File: config.mk
export PLATFORM = sky130hd
export DESIGN_NAME = times_table_axi_reader_flat
export DESIGN_NICKNAME = d
export VERILOG_FILES = /design/src/rtl/times_table_axi_reader_pkg.sv /design/src/rtl/times_table_axi_reader_if.sv /design/src/rtl/times_table_axi_reader.sv /design/src/flat_wrapper.sv
export SDC_FILE = /design/constraint.sdc
export NUM_CORES = 1
export LEC_CHECK = 0
export ABC_AREA = 1
export BUFFER_PORTS_ARGS = -buffer_cell sky130_fd_sc_hd__buf_2
export CORE_MARGIN = 2
export CORE_UTILIZATION = 47
export DETAILED_ROUTE_END_ITERATION = 10
export PLACE_DENSITY_LB_ADDON = 0.15
export SLEW_MARGIN = 20
export SYNTH_ARGS = -nofsm -noshare
export SYNTH_HDL_FRONTEND = slang
export SYNTH_SLANG_ARGS = --single-unit
File: constraint.sdc
create_clock -name clk -period 4.1 [get_ports clk]
set_clock_uncertainty 0.1 [all_clocks]
set_input_delay 0.41 -clock clk [delete_from_list [all_inputs] [get_ports clk]]
set_output_delay 0.41 -clock clk [all_outputs]
set_load 0.1 [all_outputs]
File: src/rtl/times_table_axi_reader_pkg.sv
// Shared types and constants for the times-table AXI4-Lite read master.
package times_table_axi_reader_pkg;

    // Width of the ADDR+DATA timeout counter
    localparam int unsigned TO_W = 8;

    // AXI read response codes
    localparam logic [1:0] AXI_RESP_OKAY   = 2'b00;
    localparam logic [1:0] AXI_RESP_EXOKAY = 2'b01;
    localparam logic [1:0] AXI_RESP_SLVERR = 2'b10;
    localparam logic [1:0] AXI_RESP_DECERR = 2'b11;

    // Unprivileged, secure, data access
    localparam logic [2:0] AXI_PROT_DEFAULT = 3'b000;

    // Default byte base address of the product table
    localparam logic [31:0] DEFAULT_BASE_ADDR = 32'h0000_0000;

    // Read-transaction sequencer states
    typedef enum logic [1:0] {
        ST_IDLE = 2'd0,
        ST_ADDR = 2'd1,
        ST_DATA = 2'd2,
        ST_DONE = 2'd3
    } state_t;

endpackage

File: src/rtl/times_table_axi_reader_if.sv
// AXI4-Lite read-only channel bundle (AR + R).
interface times_table_axi_reader_if #(
    parameter int unsigned ADDR_W = 32,
    parameter int unsigned DATA_W = 32
);
    logic [ADDR_W-1:0] araddr;
    logic [2:0]        arprot;
    logic              arvalid;
    logic              arready;
    logic [DATA_W-1:0] rdata;
    logic [1:0]        rresp;
    logic              rvalid;
    logic              rready;

    modport master (
        output araddr, arprot, arvalid, rready,
        input  arready, rdata, rresp, rvalid
    );

    modport slave (
        input  araddr, arprot, arvalid, rready,
        output arready, rdata, rresp, rvalid
    );
endinterface

File: src/rtl/times_table_axi_reader.sv
// Reads one product from a preloaded 8x8 table over AXI4-Lite per request.
module times_table_axi_reader
    import times_table_axi_reader_pkg::*;
#(
    parameter int unsigned     OP_W      = 3,
    parameter int unsigned     ADDR_W    = 32,
    parameter int unsigned     DATA_W    = 32,
    parameter logic [ADDR_W-1:0] BASE_ADDR = ADDR_W'(DEFAULT_BASE_ADDR),
    parameter logic [TO_W-1:0] TIMEOUT   = 8'd255
) (
    input  logic                clk,
    input  logic                rst,
    input  logic [OP_W-1:0]     a,
    input  logic [OP_W-1:0]     b,
    input  logic                read,
    output logic [2*OP_W-1:0]   result,
    output logic                result_valid,
    output logic                busy,
    output logic                err,
    times_table_axi_reader_if.master m_axi
);

    state_t          state;
    state_t          state_n;
    logic [TO_W-1:0] to_cnt;
    logic            accept;
    logic            ar_hs;
    logic            r_hs;
    logic            in_flight;
    logic            unused_rdata_hi;

    assign accept    = (state == ST_IDLE) && read;
    assign ar_hs     = m_axi.arvalid && m_axi.arready;
    assign r_hs      = m_axi.rvalid && m_axi.rready;
    assign in_flight = (state == ST_ADDR) || (state == ST_DATA);

    assign m_axi.arprot  = AXI_PROT_DEFAULT;
    assign unused_rdata_hi = ^m_axi.rdata[DATA_W-1:2*OP_W];

    // State register
    always_ff @(posedge clk or posedge rst) begin
        if (rst) begin
            state <= ST_IDLE;
        end else begin
            state <= state_n;
        end
    end

    // Next-state logic
    always_comb begin
        state_n = state;
        case (state)
            ST_IDLE: if (read)  state_n = ST_ADDR;
            ST_ADDR: if (ar_hs) state_n = ST_DATA;
            ST_DATA: if (r_hs)  state_n = ST_DONE;
            ST_DONE:            state_n = ST_IDLE;
            default:            state_n = ST_IDLE;
        endcase
    end

    // Registered handshake/status outputs, address and result capture
    always_ff @(posedge clk or posedge rst) begin
        if (rst) begin
            m_axi.arvalid <= 1'b0;
            m_axi.rready  <= 1'b0;
            m_axi.araddr  <= '0;
            busy          <= 1'b0;
            result_valid  <= 1'b0;
            result        <= '0;
        end else begin
            m_axi.arvalid <= (state_n == ST_ADDR);
            m_axi.rready  <= (state_n == ST_DATA);
            busy          <= (state_n != ST_IDLE);
            result_valid  <= (state_n == ST_DONE);
            if (accept) begin
                m_axi.araddr <= BASE_ADDR + (ADDR_W'({a, b}) << 2);
            end
            if (r_hs) begin
                result <= m_axi.rdata[2*OP_W-1:0];
            end
        end
    end

    // Sticky error: bad response or saturating wait timeout; cleared per request
    always_ff @(posedge clk or posedge rst) begin
        if (rst) begin
            to_cnt <= '0;
            err    <= 1'b0;
        end else if (accept) begin
            to_cnt <= '0;
            err    <= 1'b0;
        end else if (in_flight) begin
            if (to_cnt != TIMEOUT) begin
                to_cnt <= to_cnt + TO_W'(1);
                if (to_cnt == TIMEOUT - TO_W'(1)) begin
                    err <= 1'b1;
                end
            end else begin
                err <= 1'b1;
            end
            if (r_hs && (m_axi.rresp != AXI_RESP_OKAY)) begin
                err <= 1'b1;
            end
        end
    end

endmodule

File: src/flat_wrapper.sv
// flat-port wrapper written by rule: the top's interface ports become plain ports
module times_table_axi_reader_flat import times_table_axi_reader_pkg::*;
#(
    parameter int unsigned     OP_W      = 3,
    parameter int unsigned     ADDR_W    = 32,
    parameter int unsigned     DATA_W    = 32,
    parameter logic [ADDR_W-1:0] BASE_ADDR = ADDR_W'(DEFAULT_BASE_ADDR),
    parameter logic [TO_W-1:0] TIMEOUT   = 8'd255
)
  (clk, rst, a, b, read, result, result_valid, busy, err, m_axi_araddr, m_axi_arprot, m_axi_arvalid, m_axi_rready, m_axi_arready, m_axi_rdata, m_axi_rresp, m_axi_rvalid);
  times_table_axi_reader_if #(.ADDR_W(ADDR_W), .DATA_W(DATA_W)) m_axi_i ();
  input  logic clk;
  input  logic rst;
  input  logic [OP_W-1:0] a;
  input  logic [OP_W-1:0] b;
  input  logic read;
  output logic [2*OP_W-1:0] result;
  output logic result_valid;
  output logic busy;
  output logic err;
  output wire logic [$bits(m_axi_i.araddr)-1:0] m_axi_araddr;
  output wire logic [$bits(m_axi_i.arprot)-1:0] m_axi_arprot;
  output wire logic [$bits(m_axi_i.arvalid)-1:0] m_axi_arvalid;
  output wire logic [$bits(m_axi_i.rready)-1:0] m_axi_rready;
  input wire logic [$bits(m_axi_i.arready)-1:0] m_axi_arready;
  input wire logic [$bits(m_axi_i.rdata)-1:0] m_axi_rdata;
  input wire logic [$bits(m_axi_i.rresp)-1:0] m_axi_rresp;
  input wire logic [$bits(m_axi_i.rvalid)-1:0] m_axi_rvalid;
  assign m_axi_araddr = m_axi_i.araddr;
  assign m_axi_arprot = m_axi_i.arprot;
  assign m_axi_arvalid = m_axi_i.arvalid;
  assign m_axi_rready = m_axi_i.rready;
  assign m_axi_i.arready = m_axi_arready;
  assign m_axi_i.rdata = m_axi_rdata;
  assign m_axi_i.rresp = m_axi_rresp;
  assign m_axi_i.rvalid = m_axi_rvalid;
  times_table_axi_reader #(.OP_W(OP_W), .ADDR_W(ADDR_W), .DATA_W(DATA_W), .BASE_ADDR(BASE_ADDR), .TIMEOUT(TIMEOUT)) u_core (.clk(clk), .rst(rst), .a(a), .b(b), .read(read), .result(result), .result_valid(result_valid), .busy(busy), .err(err), .m_axi(m_axi_i));
endmodule
; ---- After elaboration in Yosys (flattened, before gate mapping)
; Cells that the tools add are included.
[op_classes]
add_sub_neg = 1
n_eq_ne = 9
muxes = 12
reduce_logical = 12
[op_table]
columns = op, n
row1 = $mux 8, 3
row2 = $add 8x1->8 const B, 1
row3 = $eq 2x2->1 const B, 4
row4 = $eq 8x8->1 const B, 1
row5 = $ne 8x8->1 const B, 1
row6 = $pmux 2 s4, 1
row7 = $reduce_bool 2->1, 4
row8 = $mux 2, 3
row9 = $mux 1, 5
row10 = $eq 2x1->1 const B, 2
row11 = $logic_and 1x1->1, 4
row12 = $ne 4x3->1 const B, 1
row13 = $reduce_and 2->1, 2
row14 = $logic_not 2->1, 1
row15 = $logic_or 1x1->1, 1
[totals]
reg_bits = 27
wordCells = 43

; ---- Longest topological paths before layout
; Gate-level depths: netlist (run 1).
[logic_depth]
word_depth = 6
ltp_mapped = 9
mapped_depth_nobuf = 9

; ---- Worst setup path after synthesis (run 1)
; OpenSTA, ideal clock, no wires.
[synth_path]
path_kind = reg2reg
from = register u_core.m_axi.rready
to = register u_core.err
setup_ps = 122
arrival_time_ps = 1697
t_required_ps = 3878
setup_slack_ps = 2181
path_stages_with_launch = 8
path_buffers = 0
period_less_slack_ps = 1919
path_cell_list = dfrtp_1 -> nand2_1 -> nor2_1 -> nor2_1 -> nand3_1 -> nand2_1 -> nand2_1 -> nand2_1
[synth_via]
elab_chain_len = 5
word_cells_on_any_way = 7
classes_between = eq/ne (1) / mux (3) / reduce/logical (3)
[synth_rtl]
columns = item, line_no
row1 = "start, declared", times_table_axi_reader_if.sv:16  ; output araddr, arprot, arvalid, rready,
row2 = "start signal, assigned", times_table_axi_reader.sv:72  ; m_axi.rready <= (state_n == ST_DATA);
row3 = $logic_and 1x1->1 *, times_table_axi_reader.sv:34  ; assign r_hs = m_axi.rvalid && m_axi.rready;
row4 = $logic_and 1x1->1 *, times_table_axi_reader.sv:101  ; if (r_hs && (m_axi.rresp != AXI_RESP_OKAY)) begin
row5 = $mux 1, times_table_axi_reader.sv:101
row6 = $mux 1, times_table_axi_reader.sv:92  ; end else if (in_flight) begin
row7 = $mux 1, times_table_axi_reader.sv:89  ; end else if (accept) begin
row8 = "end signal, assigned", times_table_axi_reader.sv:88  ; err <= 1'b0;
row9 = "end signal, assigned", times_table_axi_reader.sv:91  ; err <= 1'b0;
row10 = "end signal, assigned", times_table_axi_reader.sv:102  ; err <= 1'b1;
row11 = "end, declared", times_table_axi_reader.sv:19  ; output logic err,
; Mark *: on every way between the ends. The rest lies on a longest branch, timed or not. The select of a mux whose other input is x is not followed.
; A chain may end at the register's enable or synchronous reset.

; ---- Final worst setup path (run 1)
[layout_path]
from = register u_core.state[1]
to = register u_core.err
[layout_via]
elab_chain_len = 4
word_cells_on_any_way = 9
classes_between = eq/ne (3) / mux (1) / reduce/logical (5)
[layout_rtl]
columns = item, line_no
row1 = "start, declared", times_table_axi_reader.sv:23  ; state_t state;
row2 = "start signal, assigned", times_table_axi_reader.sv:45  ; state <= state_n;
row3 = "$logic_not 2->1, or another cell as far along", times_table_axi_reader.sv:32  ; assign accept = (state == ST_IDLE) && read;
row4 = $logic_and 1x1->1 / $logic_or 1x1->1 (equally long branches), "times_table_axi_reader.sv:32, times_table_axi_reader.sv:35"
row5 = $ne 4x3->1 (no line) / $reduce_bool 2->1 (equally long branches), -
row6 = $reduce_and 2->1 (no line), -
row7 = "end signal, assigned", times_table_axi_reader.sv:88
row8 = "end signal, assigned", times_table_axi_reader.sv:91
row9 = "end signal, assigned", times_table_axi_reader.sv:96  ; err <= 1'b1;
; Parallel ways exist; a longest one is shown, timed or not.

==> results.sh, run 1 <==
export IMPL_status="finished clean"
export IMPL_clkTransAtPathRegs_ps=140
export IMPL_drv_cap=0
export IMPL_dieArea_um2=3800
export IMPL_synthXorXnorAreaFrac_pct=0.561
export IMPL_startpoint="u_core.state[1]$_DFF_PP0_"
export IMPL_drc=0
export IMPL_num_io_pins=91
export IMPL_nets=275
export IMPL_fmax_mhz=590
export IMPL_synthSimpleGateAreaFrac_pct=26.0
export IMPL_cts_sinks=27
export IMPL_antenna_found_initial=0
export IMPL_synthCells=186
export IMPL_synth_top_family_by_area="simple AND/OR/NAND/NOR gates"
export IMPL_postCtsSetupRepairBufs=0
export IMPL_startpoint_type="register"
export IMPL_grt_first_pass_wirelength_um=4650
export IMPL_fp_dieW_um=61.6
export IMPL_grt_pass1_vias=1104
export IMPL_vias=1195
export IMPL_initial_core_util_pct=50.3
export IMPL_avgSynthCellArea_um2=8.40
export IMPL_clk_latency_ps=320
export IMPL_routedWlPerCell_um=10.3
export IMPL_ant_nets=0
export IMPL_hold_violations=0
export IMPL_slew_violations=0
export IMPL_path_max_fanout=15
export IMPL_required_ps=4240
export IMPL_r2r_cells=8
export IMPL_routabilityCongestion=0.800
export IMPL_final_layout_size_suffix_gt1_share_pct=25.1
export IMPL_grt_usage_pct=16.4
export IMPL_numCtsBuffers=3
export IMPL_fin_crit_ps=1700
export IMPL_grt_max_degree=28
export IMPL_cts_hold_buf=0
export IMPL_worst_ep_arrival_time_ps=1830
export IMPL_fin_crit_sh_pct=41.3
export IMPL_ys_ff_latch=27
export IMPL_r2r_end="u_core.err$_DFFE_PP0P_"
export IMPL_via_per_inst=4.48
export IMPL_syn_area_um2=1560
export IMPL_setup_viol=0
export IMPL_setup_tns_ps=0
export IMPL_cts_tree="yes"
export IMPL_synth_area_mux_share_pct=4.33
export IMPL_firstDrtPassIters=4
export IMPL_hold_class="primary input to async pin"
export IMPL_r2r_slack_ps=2400
export IMPL_num_rows=20
export IMPL_routed_wl_um=2760
export IMPL_tightestPinTransition_ps=562
export IMPL_synth_seq_area_share_pct=43.3
export IMPL_ys_warn_count=0
export IMPL_clockRootBuffer="clkbuf_4"
export IMPL_yosysUniqueCellTypes=23
export IMPL_crit_end="u_core.err$_DFFE_PP0P_"
export IMPL_end_kind="register"
export IMPL_fp_dieH_um=61.6
export IMPL_overflow=0
export IMPL_core_um2=3100
export IMPL_reg2reg_from="u_core.state[1]$_DFF_PP0_"
export IMPL_dp_hpwl_um=2120
export IMPL_synth_compound_area_share_pct=1.92
export IMPL_syn_to_final_growth_pct=8.97
export IMPL_h_tree_depth=1
export IMPL_io_buffer_count=35
export IMPL_path_class="register to register"
export IMPL_grt_setup_unrepaired="no"
export IMPL_cts_resized=0
export IMPL_slew_headroom_pct=62.5
export IMPL_synthAdderAreaFrac_pct=4.81
export IMPL_drt_initial_drc_count=51
export IMPL_antenna_cells=0
export IMPL_clk_path_buf_depth=2
==> sequential cells by signal, indices dropped and copies added (netlist names) <==
name / cells
u_core.result_valid: 1
u_core.m_axi.rready: 1
u_core.busy: 1
u_core.m_axi.arvalid: 1
u_core.err: 1
u_core.to_cnt: 8
u_core.m_axi.araddr: 6
u_core.state: 2
u_core.result: 6
==> cell type report <==
| type | instances | area, µm² |
|---|---|---|
| fillers | 299 | 1400 |
| multi-input cells | 139 | 697 |
| flip-flops and latches | 27 | 676 |
| repair buffers | 35 | 175 |
| inverters | 18 | 72.6 |
| well taps | 44 | 55.1 |
| clock buffers | 4 | 26.3 |
==> routing by layer <==
layer / up-vias / global-route usage [%] / wire [µm]
met2: 50 / 26.2 / 1290
met1: 551 / 21.8 / 1240
met5: - / 0 / 0
li1: 590 / - / -
met3: 4 / 3.15 / 180
met4: 0 / 7.29 / 43
==> layout by cell type (no fill, tap or decap), drive strengths merged, types with 3 or more instances in the layout <==
cell / count
a21oi: 3
buf: 35
clkbuf: 4
conb: 29
dfrtp: 27
ha: 6
inv: 17
mux2: 6
nand2: 60
nand3: 9
nand4: 5
nor2: 13
o21ai: 3
or2: 3
==> kinds of logic after synthesis <==
| group | Yosys count |
|---|---|
| xor gates and xnor gates | 1 |
| and+or+nand+nor | 91 |
| DFF | 27 |
| other | 1 |
| buffers and inverters | 48 |
| AOI/OAI and AO/OA | 6 |
| muxes | 6 |
| adders and majority gates | 6 |
==> worst max-delay path, stage by stage, from the launching register on <==
cell and delay [ps]:
dfrtp_1 410, inv_1 100, ha_1 200, nand2_2 260
inv_2 160, nor2_1 150, nand3_1 100, nand3_1 80
nand2_1 60
==> synth_stat cells <==
library cell / number / area share, %
a21oi_1: 3 / 0.96
buf_4: 29 / 14
clkbuf_1: 1 / 0.24
clkinv_4: 1 / 0.56
conb_1: 1 / 0.24
dfrtp_1: 27 / 43
ha_1: 6 / 4.8
inv_1: 14 / 3.4
inv_2: 3 / 0.72
mux2_2: 6 / 4.3
nand2_1: 55 / 13
nand2_2: 3 / 1.2
nand2_4: 2 / 1.4
nand3_1: 9 / 2.9
nand3b_1: 1 / 0.48
nand4_1: 5 / 2.0
nor2_1: 12 / 2.9
nor2_4: 1 / 0.72
o21ai_0: 2 / 0.64
o21ai_1: 1 / 0.32
or2_0: 2 / 0.80
or2_2: 1 / 0.40
xor2_1: 1 / 0.56
==> metrics by stage <==
step / setup slack [ps] / hold slack (ps) / std cells / utilization (%) / area, µm²
6_report: 2400 / 12.0 / 267 / 54.8 / 1700
5_1_grt: 2200 / 57.0 / 267 / 54.8 / 1700
4_1_cts: 2410 / 159 / 267 / 54.8 / 1700
3_5_place_dp: 2430 / 364 / 263 / 54.0 / 1680
3_3_place_gp: 2460 / 353 / 263 / 54.0 / 1680
2_1_floorplan: 2180 / 363 / 214 / - / 1670
==> worst min-delay path by stage <==
stage	from	to	slack (ps)
floorplan	rst	u_core.busy$_DFF_PP0_	360
global placement	u_core.err$_DFFE_PP0P_	u_core.err$_DFFE_PP0P_	350
detailed placement	u_core.m_axi.araddr[2]$_DFFE_PP0P_	u_core.m_axi.araddr[2]$_DFFE_PP0P_	360
CTS	a[2]	u_core.m_axi.araddr[7]$_DFFE_PP0P_	160
global route	rst	u_core.result[2]$_DFFE_PP0P_	60
finish	rst	u_core.result[3]$_DFFE_PP0P_	10
Power of run 1 is not shown: default switching activity piles up to over one toggle a cycle in this logic, so the estimate is an artifact.
==> run 2: changes to the inputs <==
--- a/config.mk
+++ b/config.mk
@@ -8,7 +8,7 @@
 export ABC_AREA = 1
 export BUFFER_PORTS_ARGS = -buffer_cell sky130_fd_sc_hd__buf_2
 export CORE_MARGIN = 2
-export CORE_UTILIZATION = 47
+export CORE_UTILIZATION = 39
 export DETAILED_ROUTE_END_ITERATION = 10
 export PLACE_DENSITY_LB_ADDON = 0.15
 export SLEW_MARGIN = 20
==> constraint.sdc (replaced) <==
create_clock -name clk -period 1.47 [get_ports clk]
set_clock_uncertainty 0.1 [all_clocks]
set_input_delay 0.147 -clock clk [delete_from_list [all_inputs] [get_ports clk]]
set_output_delay 0.147 -clock clk [all_outputs]
set_load 0.1 [all_outputs]
==> results.sh, run 2 (synthesized netlist as in run 1, its figures left out) <==
export IMPL_worst_ep_arrival_time_ps=1500
export IMPL_grt_setup_unrepaired="yes"
export IMPL_ant_nets=0
export IMPL_largest_reg_flops=8
export IMPL_path_class="register to register"
export IMPL_initial_core_util_pct=41.7
export IMPL_startpoint_type="register"
export IMPL_route_met2_wl_um=1390
export IMPL_via_per_inst=4.21
export IMPL_multi_input_area_um2=742
export IMPL_nFillCells=354
export IMPL_grt_pass1_vias=1153
export IMPL_drv_cap=0
export IMPL_fin_ws_ps=37.2
export IMPL_dpl_cell_area_um2=1740
export IMPL_routed_top_layer="met4"
export IMPL_route_met3_wl_um=139
export IMPL_status="finished clean"
export IMPL_clockRootBuffer="clkbuf_8"
export IMPL_placed_cells=274
export IMPL_fin_area_um2=1990
export IMPL_syn_to_final_growth_pct=27.2
export IMPL_antenna_found_initial=0
export IMPL_overflow=0
export IMPL_num_io_pins=91
export IMPL_final_common_cell="nand2_1"
export IMPL_fin_util_pct=53.1
export IMPL_slowest_stage="dfrtp_1"
export IMPL_nets=297
export IMPL_num_rows=22
export IMPL_setup_viol=0
export IMPL_crit_family="flip-flops"
export IMPL_grt_first_pass_wirelength_um=4880
export IMPL_grt_usage_pct=14.2
export IMPL_path_max_fanout=4
export IMPL_slew_violations=0
export IMPL_cts_sinks=27
export IMPL_final_cell_mix="nand2_1 (53), buf_2 (35), conb_1 (29), dfrtp_1 (25), dlygate4sd3_1 (13)"
export IMPL_preCtsSetupSlack_ps=-58.3
export IMPL_firstDrtPassIters=4
export IMPL_path_cells="inv_2 -> ha_2 -> or2_4 -> o21ai_2 -> nand2_2 -> inv_2 -> nand3_1"
export IMPL_vias=1233
export IMPL_critPathMaxStageDelay_ps=400
export IMPL_fp_dieW_um=67.3
export IMPL_routedWlPerCell_um=9.94
export IMPL_clk_latency_ps=270
export IMPL_hold_class="primary input to register"
export IMPL_hold_violations=0
export IMPL_fmax_mhz=698
export IMPL_final_layout_size_suffix_gt1_share_pct=31.8
export IMPL_numCtsBuffers=3
export IMPL_clk_path_buf_depth=2
export IMPL_r2r_slack_ps=40
export IMPL_clkTransAtPathRegs_ps=100
export IMPL_wl_met1_um=1360
export IMPL_grt_max_degree=28
export IMPL_register_area_um2=681
export IMPL_drc=0
export IMPL_fin_crit_ps=1430
export IMPL_drt_initial_drc_count=54
export IMPL_antenna_cells=0
export IMPL_io_buffer_count=35
export IMPL_routabilityCongestion=0.763
export IMPL_dieArea_um2=4530
export IMPL_end_kind="register"
export IMPL_fin_cells=293
export IMPL_crit_path_frequent_cell="inv_2"
export IMPL_path_buf_inv=2
export IMPL_core_um2=3740
export IMPL_required_ps=1540
export IMPL_fp_dieH_um=67.3
export IMPL_routed_wl_um=2910
export IMPL_dp_hpwl_um=1990
export IMPL_reg_top3="u_core.to_cnt x8, u_core.m_axi.araddr x6, u_core.result x6"
export IMPL_fin_crit_sh_pct=97.5
export IMPL_cts_tree="yes"
export IMPL_top_register="u_core.to_cnt"
export IMPL_h_tree_depth=1
-- run 2: area by class of cell --
type | instances | area share [%]
inverters | 18 | 3.65
flip-flops and latches | 27 | 34.3
well taps | 48 | 3.02
clock buffers | 3 | 2.08
multi-input cells | 139 | 37.3
repair buffers | 57 | 19.4
clock inverters | 1 | 0.252
-- run 2: through the flow --
step	hold WS, ps	setup TNS, ps
after floorplan	99.7	0
after global placement	128	-111
after detailed placement	130	-153
after CTS	0.287	0
after global routing	132	-292
final	130	0
-- run 2: worst reg2reg max path, stage by stage, from the launching register on --
cell and delay [ps]:
dfrtp_1 400, inv_2 80, ha_2 190, or2_4 230, o21ai_2 120, nand2_2 90
inv_2 60, nand3_1 60
-- run 2: routing by layer --
layer,track usage (%),vias to the layer above
met5,0,-
met4,3.83,0
met3,3.67,2
met2,24.4,36
met1,17.7,558
li1,-,637
-- run 2: final timing paths --
path / startpoint / endpoint / cells after the start
max in group asynchronous: rst / u_core.m_axi.rready$_DFF_PP0_ / 4
max: u_core.state[0]$_DFF_PP0_ / u_core.busy$_DFF_PP0_ / 7
min in group asynchronous: rst / u_core.result[4]$_DFFE_PP0P_ / 4
min: read / u_core.to_cnt[5]$_DFFE_PP0P_ / 4
max reg2reg: u_core.state[0]$_DFF_PP0_ / u_core.busy$_DFF_PP0_ / 7
min reg2reg: u_core.err$_DFFE_PP0P_ / u_core.err$_DFFE_PP0P_ / 2
-- run 2: repair_timing --
item                                    4_1_cts  5_1_grt
gates resized for setup                       6       11
hold endpoints to repair                     38        1
endpoints found under the setup margin        4       13
setup buffers                                 0        2
pin swaps                                     3        4
hold buffers                                 12        1
Power of run 2 is left out for the same reason.
==> run 3: changes to the inputs <==
--- a/config.mk
+++ b/config.mk
@@ -8,7 +8,7 @@
 export ABC_AREA = 1
 export BUFFER_PORTS_ARGS = -buffer_cell sky130_fd_sc_hd__buf_2
 export CORE_MARGIN = 2
-export CORE_UTILIZATION = 39
+export CORE_UTILIZATION = 35
 export DETAILED_ROUTE_END_ITERATION = 10
 export PLACE_DENSITY_LB_ADDON = 0.15
 export SLEW_MARGIN = 20
==> results.sh, run 3 (synthesized netlist as in run 1, its figures left out) <==
export IMPL_status="finished clean"
export IMPL_grt_setup_unrepaired="yes"
export IMPL_clk_latency_ps=280
export IMPL_grt_first_pass_wirelength_um=4820
export IMPL_finalHoldWorstSlack_ps=145
export IMPL_clockRootBuffer="clkbuf_8"
export IMPL_routed_wl_um=2930
export IMPL_path_cells="inv_2 -> ha_4 -> or2_4 -> o21ai_2 -> nand2_2 -> inv_2 -> nand3_2"
export IMPL_end_kind="register"
export IMPL_fmax_mhz=692
export IMPL_worst_ep_arrival_time_ps=1520
export IMPL_path_max_fanout=4
export IMPL_slowest_stage="dfrtp_1"
export IMPL_slew_violations=0
export IMPL_overflow=0
export IMPL_cts_tree="yes"
export IMPL_grt_usage_pct=12.0
export IMPL_top_register="u_core.to_cnt"
export IMPL_routabilityCongestion=0.727
export IMPL_syn_to_final_growth_pct=28.0
export IMPL_drv_cap=0
export IMPL_final_layout_size_suffix_gt1_share_pct=32.9
export IMPL_fin_crit_ps=1440
export IMPL_critPathMaxStageDelay_ps=390
export IMPL_grt_pass1_vias=1111
export IMPL_drc=0
export IMPL_core_um2=4320
export IMPL_dieArea_um2=5010
export IMPL_num_io_pins=91
export IMPL_setup_tns_ps=0
export IMPL_vias=1219
export IMPL_path_buf_inv=2
export IMPL_antenna_cells=0
export IMPL_h_tree_depth=1
export IMPL_fin_cells=298
export IMPL_crit_family="simple AND/OR/NAND/NOR gates"
export IMPL_reg_top3="u_core.to_cnt x8, u_core.m_axi.araddr x6, u_core.result x6"
export IMPL_clkTransAtPathRegs_ps=100
export IMPL_cp_depth=7
export IMPL_fin_area_um2=2000
export IMPL_via_per_inst=4.09
export IMPL_dp_hpwl_um=2170
export IMPL_setup_viol=0
export IMPL_clk_path_buf_depth=2
export IMPL_reg2reg_from="u_core.state[1]$_DFF_PP0_"
export IMPL_firstDrtPassIters=4
export IMPL_nets=298
export IMPL_grt_max_degree=17
export IMPL_min_delay_start="read"
export IMPL_r2r_end="u_core.busy$_DFF_PP0_"
export IMPL_fp_dieH_um=70.8
export IMPL_required_ps=1550
export IMPL_ant_nets=0
export IMPL_fin_crit_sh_pct=98.3
export IMPL_cts_sinks=27
export IMPL_nFillCells=450
export IMPL_hold_end="u_core.to_cnt[0]$_DFFE_PP0P_"
export IMPL_startpoint_type="register"
export IMPL_hold_violations=0
export IMPL_routedWlPerCell_um=9.84
export IMPL_dpl_cell_area_um2=1750
export IMPL_numCtsBuffers=3
export IMPL_antenna_found_initial=0
export IMPL_final_common_cell="nand2_1"
export IMPL_r2r_slack_ps=30
export IMPL_r2r_cells=7
export IMPL_crit_path_frequent_cell="inv_2"
export IMPL_drt_initial_drc_count=32
export IMPL_initial_core_util_pct=36.1
export IMPL_final_cell_mix="nand2_1 (54), buf_2 (35), conb_1 (29), dfrtp_1 (25), dlygate4sd3_1 (13)"
export IMPL_num_rows=24
export IMPL_hold_depth=4
export IMPL_startpoint="u_core.state[1]$_DFF_PP0_"
export IMPL_placed_cells=279
export IMPL_io_buffer_count=35
export IMPL_fp_dieW_um=70.8
export IMPL_hold_class="primary input to register"
export IMPL_largest_reg_flops=8
export IMPL_path_class="register to register"
==> run 3: routing by layer <==
| layer | wire [µm] | vias up | GRT usage [%] | share of wire, % |
|---|---|---|---|---|
| li1 | - | 641 | - | - |
| met1 | 1350 | 536 | 15.6 | 46 |
| met2 | 1410 | 37 | 20.1 | 48 |
| met3 | 129 | 5 | 2.14 | 4.4 |
| met4 | 46 | 0 | 4.40 | 1.6 |
| met5 | 0 | - | 0 | 0 |
==> run 3: how the worst max path moves through the flow <==
stage	end	slack, ps
floorplan	u_core.err$_DFFE_PP0P_	20
finish	u_core.busy$_DFF_PP0_	30
global route	u_core.busy$_DFF_PP0_	-70
global placement	u_core.busy$_DFF_PP0_	-50
detailed placement	u_core.busy$_DFF_PP0_	-70
CTS	u_core.busy$_DFF_PP0_	1
==> run 3: final cells by class <==
class / instances / area, µm² / share of cell area, %
Multi-Input combinational cell: 139 / 748 / 37.4
Sequential cell: 27 / 681 / 34.0
Timing Repair Buffer: 58 / 384 / 19.2
Inverter: 18 / 72.6 / 3.63
Tap cell: 52 / 65.1 / 3.25
Clock buffer: 3 / 41.3 / 2.07
Clock inverter: 1 / 7.51 / 0.375
==> run 3: per-stage QoR <==
| step | setup WS, ps | util, % |
|---|---|---|
| finish | 25.1 | 46.2 |
| global route | -69.8 | 46.2 |
| CTS | 0.976 | 44.8 |
| detailed placement | -69.6 | 40.5 |
| global placement | -54.8 | 40.5 |
| floorplan | 17.6 | - |
==> run 3: tightest hold or removal path: stages <==
cell,delay [ps]
buf_2,120
nand2_4,90
nand3_1,80
o21ai_1,50
==> run 3: timing repair <==
action,CTS,global route
setup buffers,1,1
resized for setup,5,15
setup endpoints to repair,9,12
pin swaps,2,7
endpoints found under the hold margin,22,0
hold buffers,13,0
Power of run 3 is left out for the same reason.
